$ cat src/rtl/axis_sogi_pll_pkg.sv
// Shared definitions for the SOGI-PLL sampling path.
//   EDGE_FALL / EDGE_RISE : encodings of the edge_sel input
//   eff_ratio()           : effective decimation ratio (0 and 1 both mean 1)
package axis_sogi_pll_pkg;

  localparam logic EDGE_FALL = 1'b0;
  localparam logic EDGE_RISE = 1'b1;

  function automatic int unsigned eff_ratio(input int unsigned decim);
    return (decim < 2) ? 1 : decim;
  endfunction

endpackage

$ cat src/rtl/axis_valid_strobe_gen_edge_sync_detect.sv
// Synchronises an asynchronous slow clock into Clk and flags a selectable edge.
// Ports:
//   Clk, Resetn : system clock, synchronous active-low reset
//   async_in    : signal asynchronous to Clk
//   edge_sel    : EDGE_RISE / EDGE_FALL
//   edge_pulse  : one-cycle pulse on the selected edge of the synchronised input
module edge_sync_detect
  import axis_sogi_pll_pkg::*;
#(
  parameter int SYNC_STAGES = 2
) (
  input  logic Clk,
  input  logic Resetn,
  input  logic async_in,
  input  logic edge_sel,
  output logic edge_pulse
);

  localparam int SUP_W = $clog2(SYNC_STAGES + 2);
  localparam logic [SUP_W-1:0] SUP_INIT = SUP_W'(SYNC_STAGES + 1);

  logic [SYNC_STAGES-1:0] sync_q;
  logic                   ctrl_s;
  logic                   ctrl_d;
  logic [SUP_W-1:0]       sup_cnt;
  logic                   raw_edge;

  assign ctrl_s = sync_q[SYNC_STAGES-1];

  always_ff @(posedge Clk) begin
    if (!Resetn) begin
      sync_q  <= '0;
      ctrl_d  <= 1'b0;
      sup_cnt <= SUP_INIT;
    end else begin
      sync_q <= {sync_q[SYNC_STAGES-2:0], async_in};
      ctrl_d <= ctrl_s;
      // The synchroniser restarts from 0, so an input already high would look
      // like a rising edge while the pipeline fills; hold off until it settles.
      if (sup_cnt != '0) sup_cnt <= sup_cnt - SUP_W'(1);
    end
  end

  assign raw_edge   = (edge_sel == EDGE_RISE) ? (ctrl_s & ~ctrl_d) : (~ctrl_s & ctrl_d);
  assign edge_pulse = raw_edge & (sup_cnt == '0);

endmodule

$ cat src/rtl/axis_valid_strobe_gen.sv
// Multi-channel AXI-Stream valid-strobe generator.
// Ports:
//   Clk, Resetn  : system clock, synchronous active-low reset
//   clk_control  : slow control clock (asynchronous), edge source
//   enable       : allow strobes
//   edge_sel     : 0 falling, 1 rising
//   decim        : one strobe per decim edges (0/1 = every edge)
//   m_valid/m_ready : per-channel handshake
//   tick         : one-cycle pulse per strobe
//   overrun      : sticky per-channel overrun flags
//   overrun_cnt  : saturating count of strobe cycles with any overrun
//   clr_overrun  : clears overrun and overrun_cnt
module axis_valid_strobe_gen
  import axis_sogi_pll_pkg::*;
#(
  parameter int N_CH        = 2,
  parameter int SYNC_STAGES = 2,
  parameter int DECIM_W     = 8,
  parameter int CNT_W       = 16
) (
  input  logic               Clk,
  input  logic               Resetn,
  input  logic               clk_control,
  input  logic               enable,
  input  logic               edge_sel,
  input  logic [DECIM_W-1:0] decim,
  output logic [N_CH-1:0]    m_valid,
  input  logic [N_CH-1:0]    m_ready,
  output logic               tick,
  output logic [N_CH-1:0]    overrun,
  output logic [CNT_W-1:0]   overrun_cnt,
  input  logic               clr_overrun
);

  localparam logic [CNT_W-1:0] CNT_MAX = '1;

  logic               edge_pulse;
  logic [DECIM_W-1:0] dcnt;
  logic [DECIM_W-1:0] eff_m1;
  logic               strobe;
  logic [N_CH-1:0]    valid_nxt;
  logic [N_CH-1:0]    ovr_ev;
  logic               any_ovr;

  edge_sync_detect #(
    .SYNC_STAGES(SYNC_STAGES)
  ) u_edge (
    .Clk       (Clk),
    .Resetn    (Resetn),
    .async_in  (clk_control),
    .edge_sel  (edge_sel),
    .edge_pulse(edge_pulse)
  );

  assign eff_m1 = DECIM_W'(eff_ratio(32'(decim)) - 1);
  // >= rather than == so a ratio lowered below the running count strobes on
  // the next edge instead of wrapping the counter.
  assign strobe = edge_pulse & enable & (dcnt >= eff_m1);

  always_ff @(posedge Clk) begin
    if (!Resetn) begin
      dcnt <= '0;
    end else if (!enable) begin
      dcnt <= '0;
    end else if (edge_pulse) begin
      dcnt <= strobe ? '0 : dcnt + DECIM_W'(1);
    end
  end

  // A strobe always leaves valid high: either a fresh issue, a re-issue after a
  // same-cycle handshake, or a held valid that was overrun.
  always_comb begin
    valid_nxt = m_valid;
    ovr_ev    = '0;
    for (int i = 0; i < N_CH; i++) begin
      if (strobe) begin
        valid_nxt[i] = 1'b1;
        ovr_ev[i]    = m_valid[i] & ~m_ready[i];
      end else if (m_valid[i] & m_ready[i]) begin
        valid_nxt[i] = 1'b0;
      end
    end
  end

  assign any_ovr = |ovr_ev;

  always_ff @(posedge Clk) begin
    if (!Resetn) begin
      m_valid     <= '0;
      tick        <= 1'b0;
      overrun     <= '0;
      overrun_cnt <= '0;
    end else begin
      m_valid <= valid_nxt;
      tick    <= strobe;
      // A new overrun in the clearing cycle survives the clear.
      if (clr_overrun) begin
        overrun     <= ovr_ev;
        overrun_cnt <= any_ovr ? CNT_W'(1) : '0;
      end else begin
        overrun <= overrun | ovr_ev;
        if (any_ovr && overrun_cnt != CNT_MAX) overrun_cnt <= overrun_cnt + CNT_W'(1);
      end
    end
  end

endmodule
$ cat config.mk
export PLATFORM = sky130hd
export DESIGN_NAME = axis_valid_strobe_gen
export DESIGN_NICKNAME = d
export VERILOG_FILES = /design/src/rtl/axis_sogi_pll_pkg.sv /design/src/rtl/axis_valid_strobe_gen_edge_sync_detect.sv /design/src/rtl/axis_valid_strobe_gen.sv
export SDC_FILE = /design/constraint.sdc
export NUM_CORES = 1
export LEC_CHECK = 0
export CORE_ASPECT_RATIO = 1.5
export CORE_MARGIN = 3
export CORE_UTILIZATION = 39
export DETAILED_ROUTE_END_ITERATION = 10
export PLACE_DENSITY = 0.64
export SLEW_MARGIN = 20
export SYNTH_ARGS = -nofsm -noshare
export SYNTH_HDL_FRONTEND = slang
export SYNTH_SLANG_ARGS = --single-unit
$ cat constraint.sdc
create_clock -name Clk -period 7.9 [get_ports Clk]
set_input_delay 1.58 -clock Clk [delete_from_list [all_inputs] [get_ports Clk]]
set_output_delay 1.58 -clock Clk [all_outputs]
set_load 0.05 [all_outputs]
==> results of run 1 <==
layout by cell type (no fill, tap or decap), drive strengths merged, types with 5 or more instances in the layout:
master,n
xnor2,6
inv,6
nand4,9
dfxtp,34
nand2,26
xor2,10
nor2,23
a21oi,10
clkdlybuf4s50,36
and2,7
clkbuf,5
ha,12
or3,7
and3,6
nand3,8
o21ai,6
area by class of cell:
type                    instances  area (µm²)
clock buffers                   5        68.8
inverters                       6        22.5
clock inverters                 3        68.8
multi-input cells             174        1160
repair buffers                 36         360
well taps                      64        80.1
fillers                       460        2140
flip-flops and latches         34         681
synth_stat cells (3+ instances only):
library cell,instances,area share [%]
xor2_1,10,4.7
a21oi_1,9,2.4
nand2b_1,3,1.0
xnor2_1,6,2.8
ha_1,12,8.0
nand4_1,9,3.0
or3_1,7,2.3
nand2_1,25,5.0
and2_1,5,1.7
dfxtp_1,34,36
inv_1,6,1.2
nor2_1,23,4.6
nor3_1,4,1.1
clkbuf_1,4,0.80
o21ai_0,5,1.3
and3_1,4,1.3
or4_1,3,1.2
o21a_1,4,1.6
nand3_1,8,2.1
routing by layer:
metal | up-vias | share of wire, % | global-route usage (%)
met3 | 5 | 3.4 | 3.47
met4 | 0 | 1.7 | 6.08
li1 | 856 | - | -
met5 | - | 0 | 0
met2 | 27 | 51 | 28.8
met1 | 762 | 44 | 18.0
worst max-delay path, cell delays in order:
cell,delay [ns]
clkdlybuf4s50_1,0.44
or3_1,0.42
or4_1,0.43
nor2_1,0.09
or2_1,0.14
inv_1,0.07
ha_1,0.22
nand2_1,0.08
xor2_1,0.06
ha_1,0.29
nand4_1,0.13
o31ai_2,0.48
nand3_1,0.25
or3_1,0.37
a21oi_1,0.15
power by group:
part,leakage [nW],switching (mW),internal (mW)
logic,0.599,0.0150,0.0167
clock network,0.0683,0.0685,0.126
registers,0.275,0.00122,0.174
total,0.942,0.0847,0.317
cells by family (layout without fill, tap and decap cells):
group | count (synthesis) | count (layout) | synth area share, %
xor gates and xnor gates | 16 | 16 | 7.44
DFF | 34 | 34 | 36.1
AOI/OAI and AO/OA | 34 | 34 | 13.7
buffers and inverters | 11 | 50 | 2.26
and+or+nand+nor | 109 | 109 | 30.8
adders and majority gates | 12 | 12 | 7.97
muxes | 3 | 3 | 1.66
through the flow:
step / setup WS (ns) / util, % / cells / hold WS [ns] / instance area, µm²
floorplan: 3.36 / - / 219 / 0.412 / 1880
global placement: 2.71 / 50.3 / 314 / 0.420 / 2300
detailed placement: 2.65 / 50.3 / 314 / 0.419 / 2300
CTS: 2.91 / 53.3 / 322 / 0.446 / 2440
global route: 2.61 / 53.3 / 322 / 0.458 / 2440
finish: 2.91 / 53.3 / 322 / 0.440 / 2440
state kept, by name, summed over array words and instances, names as in the netlist:
register,count
m_valid,2
dcnt,8
u_edge.sync_q,2
tick,1
u_edge.sup_cnt,2
overrun_cnt,16
overrun,2
u_edge.ctrl_d,1
final timing paths:
path / startpoint / to / slack [ns] / cells past startpoint
setup reg to reg: dcnt[0] / dcnt[0] / 5.48 / 8
setup / recovery: decim[4] / overrun_cnt[9] / 2.91 / 15
hold reg to reg: u_edge.sync_q[0] / u_edge.sync_q[1] / 0.44 / 1
hold / removal: u_edge.sync_q[0] / u_edge.sync_q[1] / 0.44 / 1
==> summary.md, run 1 <==
| Metric | Value |
|---|---|
| CTS Buf Count | 5 |
| Peak VDD IR | around 150 µV |
| Worst hold path class | flop to flop |
| Clk_lat worst skew | a little under 0.3 ns |
| Area of the die | 5720 µm² |
| GPL Wtd Cong | 0.810 |
| Worst-path maximum fanout | 5 |
| Pleak | 0.942 nW |
| Die height | 91.1 µm |
| Drt total wl | 4220 µm |
| First-pass GRT wire length | 7360 µm |
| Final Critical Period | 4.99 ns |
| Wire per inst | 13.1 µm |
| Row Count | 30 |
| Clk buf depth | 2 |
| # setup viols final | 0 |
| Port Buffers | 36 |
| Fin nets | 285 |
| RSZ-0062 raised after global routing | no |
| Final period util | 63.1% |
| Max Cap Viol | 0 |
| Clk root buf | clkbuf_8 |
| DR vias | 1650 |
| Syn Nets | around 250 |
| TNS Setup | 0 ns |
| Ys async rst share | 0% |
| Top FF cell, synth | dfxtp_1 |
| # DRC | 0 |
| Pre-Repair DR Iteration Count | 4 |
| Crit start category | input port |
| Vias in the first global route | 1642 |
| Ant diodes | 0 |
| Critical Path AT | between 5 and 6 ns |
| Syn Std Cell Area | roughly 1900 µm² |
| Status | completed |
| Initial antenna violation count | 0 |
| Critical path class | input port to flop |
| # IOs | 37 |
| Overall power | approximately 0.40 mW |
| Total GRT Usage | approximately 16% |
| CTS Sinks | 34 |
| Cells after Synth | 219 |
| Post-synth EDFFs | 0 |
| Cts repair resizes | 0 |
| Initial DRC Count | 40 |
| Reg clk slew, reported paths | 0.07 ns |
| Cts hold-fix bufs | 0 |
| Achievable Freq | roughly 0.2 GHz |
| Core ar. | 4580 µm² |
| Pin count of the biggest net entering global routing | 15 |
| Final hold vios | 0 |
| Via density | a little over 5 |
| Power Dens Cells | 165 nW/µm² |
| Area Growth Syn to Fin | 29.6% |
| Slew @ Worst Pin | 0.572 ns |
| Clock Skew | 0.00971 ns |
| Initial Util | 41.1% |
| Number of H-tree levels | 2 |
| Detail Placement HPWL | 3220 µm |
| Synth unique cells | 50 |
| GRT overflow | 0 |
| Warnings from Yosys | 0 |
| Max-slew violations | 0 |
| Postcts setup bufs | 0 |
| CP Capture Type | flop |
| TritonCTS clock tree | yes |
| Layout cells sized above 1 | 9.30% |
| Mean cell area of the mapped netlist | 8.60 µm² |
| Post-DRT Antenna Nets | 0 |
| Slew headroom | 61.9% |
| Die X | 62.7 µm |
| Flip-flop and latch count after synthesis | 34 |
| Seq/Total Area, Yosys | 36.1% |
| Critical Path RT | 8.11 ns |
No activity file was read; power rests on OpenSTA's default activity.
==> run 2, diff against run 1 <==
==> constraint.sdc (replaced) <==
create_clock -name Clk -period 5.12 [get_ports Clk]
set_input_delay 1.024 -clock Clk [delete_from_list [all_inputs] [get_ports Clk]]
set_output_delay 1.024 -clock Clk [all_outputs]
set_load 0.05 [all_outputs]
==> run 2 against run 1 <==
  * Clock power up 52%
  * Combinational power up 54%
  * Sequential share of layout area unchanged
  * Critical endpoint unchanged
  * Routed wire length down 1.1%
  * Critical path depth unchanged
  * Sequential power up 55%
  * Die area unchanged
  * Non-clock buffer count unchanged
  * Global-route usage down 0.60 points
==> summary.md, run 2 (synthesis gave the netlist of run 1 again) <==
| Metric | Value |
|---|---|
| Postcts setup bufs | 0 |
| Slew @ Worst Pin | 0.584 ns |
| Crit start category | input port |
| Vias in the first global route | 1591 |
| Final Critical Period | 4.40 ns |
| Die X | 62.7 µm |
| # DRC | 0 |
| GPL Wtd Cong | between 0.8 and 0.9 |
| TNS Setup | 0 ns |
| P_int | 0.490 mW |
| Critical Path RT | 5.32 ns |
| Detail Placement HPWL | 3220 µm |
| WHS | 0.440 ns |
| Cts hold-fix bufs | 0 |
| Clk buf depth | 2 |
| Cts repair resizes | 0 |
| Top routing layer in use | met4 |
| Achievable Freq | 0.227 GHz |
| Largest registers | overrun_cnt (16), dcnt (8) |
| Pre-Repair DR Iteration Count | 4 |
| GRT overflow | 0 |
| Reg power frac | 44.0% |
| Total GRT Usage | 15.3% |
| Filler cells | 457 |
| Max Cap Viol | 0 |
| Number of H-tree levels | 2 |
| Max-slew violations | 0 |
| CP Capture Type | flop |
| Die height | 91.1 µm |
| Status | completed |
| Slew headroom | 61.0% |
| Wire per inst | between 10 and 15 µm |
| Comb pwr share | 7.9% |
| Slowest-stage cell, CP | o31ai_2 |
| Critical Path AT | 4.61 ns |
| Clk_lat worst skew | 0.28 ns |
| Power Dens Cells | 252 nW/µm² |
| Metal2 WL | between 2000 and 2500 µm |
| Worst-path maximum fanout | 5 |
| Port Buffers | 36 |
| Area Growth Syn to Fin | 29.6% |
| Finished Cell Area | 2440 µm² |
| Area of the die | 5720 µm² |
| Pleak | 0.942 nW |
| Most flop-heavy register | overrun_cnt |
| Clock Skew | 0.00544 ns |
| Fin util | 53.3% |
| Max incr delay on CP | ~0.48 ns |
| DR vias | 1670 |
| Most frequent cells in the layout | clkdlybuf4s50_1, dfxtp_1, nand2_1 |
| TritonCTS clock tree | yes |
| Worst-path cell chain | clkdlybuf4s50_1 > or3_1 > or4_1 > nor2_1 > or2_1 > inv_1 > ha_1 > nand2_1 > xor2_1 > ha_1 > nand4_1 > o31ai_2 > nand3_1 > or3_1 > a21oi_1 |
| Critical path class | input port to flop |
| Fin nets | 285 |
| Initial DRC Count | 33 |
| # IOs | 37 |
| Core ar. | between 4000 and 5000 µm² |
| Reg clk slew, reported paths | about 0.070 ns |
| Commonest non-fill, non-tap cell in the layout | clkdlybuf4s50_1 |
| Fin cells | 322 |
| Layout cells sized above 1 | 9.30% |
| Drt total wl | 4170 µm |
| Initial Util | 41.1% |
| Switching part of the total power | 20.5% |
| Switching power | 0.126 mW |
| Post-DRT Antenna Nets | 0 |
| Met3 routed WL | 151 µm |
| WL met1 | 1820 µm |
| # setup viols final | 0 |
| CTS Buf Count | 5 |
| Clk root buf | clkbuf_8 |
| RSZ-0062 raised after global routing | no |
| First-pass GRT wire length | around 7100 µm |
| Area after DPL | 2300 µm² |
| Final period util | 86.0% |
| Worst hold path class | flop to flop |
| Row Count | 30 |
| Via density | 5.19 |
| Pin count of the biggest net entering global routing | 15 |
| Initial antenna violation count | 0 |
| Clock power share | 48.1% |
| Dpl cells | 314 |
| CTS Sinks | 34 |
| Final hold vios | 0 |
| Ant diodes | 0 |
| Max FFs per register | 16 |
| Peak VDD IR | 181 µV |
-- run 2: cell counts in the layout (fill, tap and decap cells not counted) --
No cell type changed its count.
-- run 2: path summary, 6_finish.rpt --
check,from,endpoint,slack [ns],depth (start not counted)
max,decim[3],overrun_cnt[9],0.72,15
min,u_edge.sync_q[0],u_edge.sync_q[1],0.44,1
max reg2reg,dcnt[0],dcnt[0],2.70,8
min reg2reg,u_edge.sync_q[0],u_edge.sync_q[1],0.44,1
-- run 2: power groups by stage --
| stage | clock, mW | sequential [mW] | combinational [mW] |
|---|---|---|---|
| floorplan | 0 | 0.276 | 0.0300 |
| global placement | 0 | 0.277 | 0.0478 |
| detailed placement | 0 | 0.277 | 0.0495 |
| CTS | 0.303 | 0.271 | 0.0495 |
| global route | 0.310 | 0.271 | 0.0547 |
| finish | 0.296 | 0.271 | 0.0487 |
-- run 2: area by class of cell --
| type | instances | area, µm² | area share, % |
|---|---|---|---|
| multi-input cells | 174 | 1160 | 47.5 |
| flip-flops and latches | 34 | 681 | 27.9 |
| repair buffers | 36 | 360 | 14.8 |
| well taps | 64 | 80.1 | 3.28 |
| clock buffers | 5 | 68.8 | 2.82 |
| clock inverters | 3 | 68.8 | 2.82 |
| inverters | 6 | 22.5 | 0.923 |
-- run 2: stage by stage --
stage	total power, mW	worst slack [ns]
final	0.616	0.717
after CTS	0.623	0.715
after global routing	0.636	0.386
after global placement	0.325	0.481
after detailed placement	0.326	0.460
after floorplan	0.306	1.13
-- run 2: metal layers --
metal | up-vias | global-route usage (%)
met5 | - | 0
met4 | 0 | 5.89
met3 | 6 | 3.09
met2 | 35 | 27.1
met1 | 773 | 18.0
li1 | 856 | -
-- run 2: critical path: cells and delay by family --
family / cells / cell delay, ns
and+or+nand+nor: 8 / 1.87
AOI/OAI and AO/OA: 2 / 0.61
buffers and inverters: 2 / 0.53
adders and majority gates: 2 / 0.50
xor gates and xnor gates: 1 / 0.06
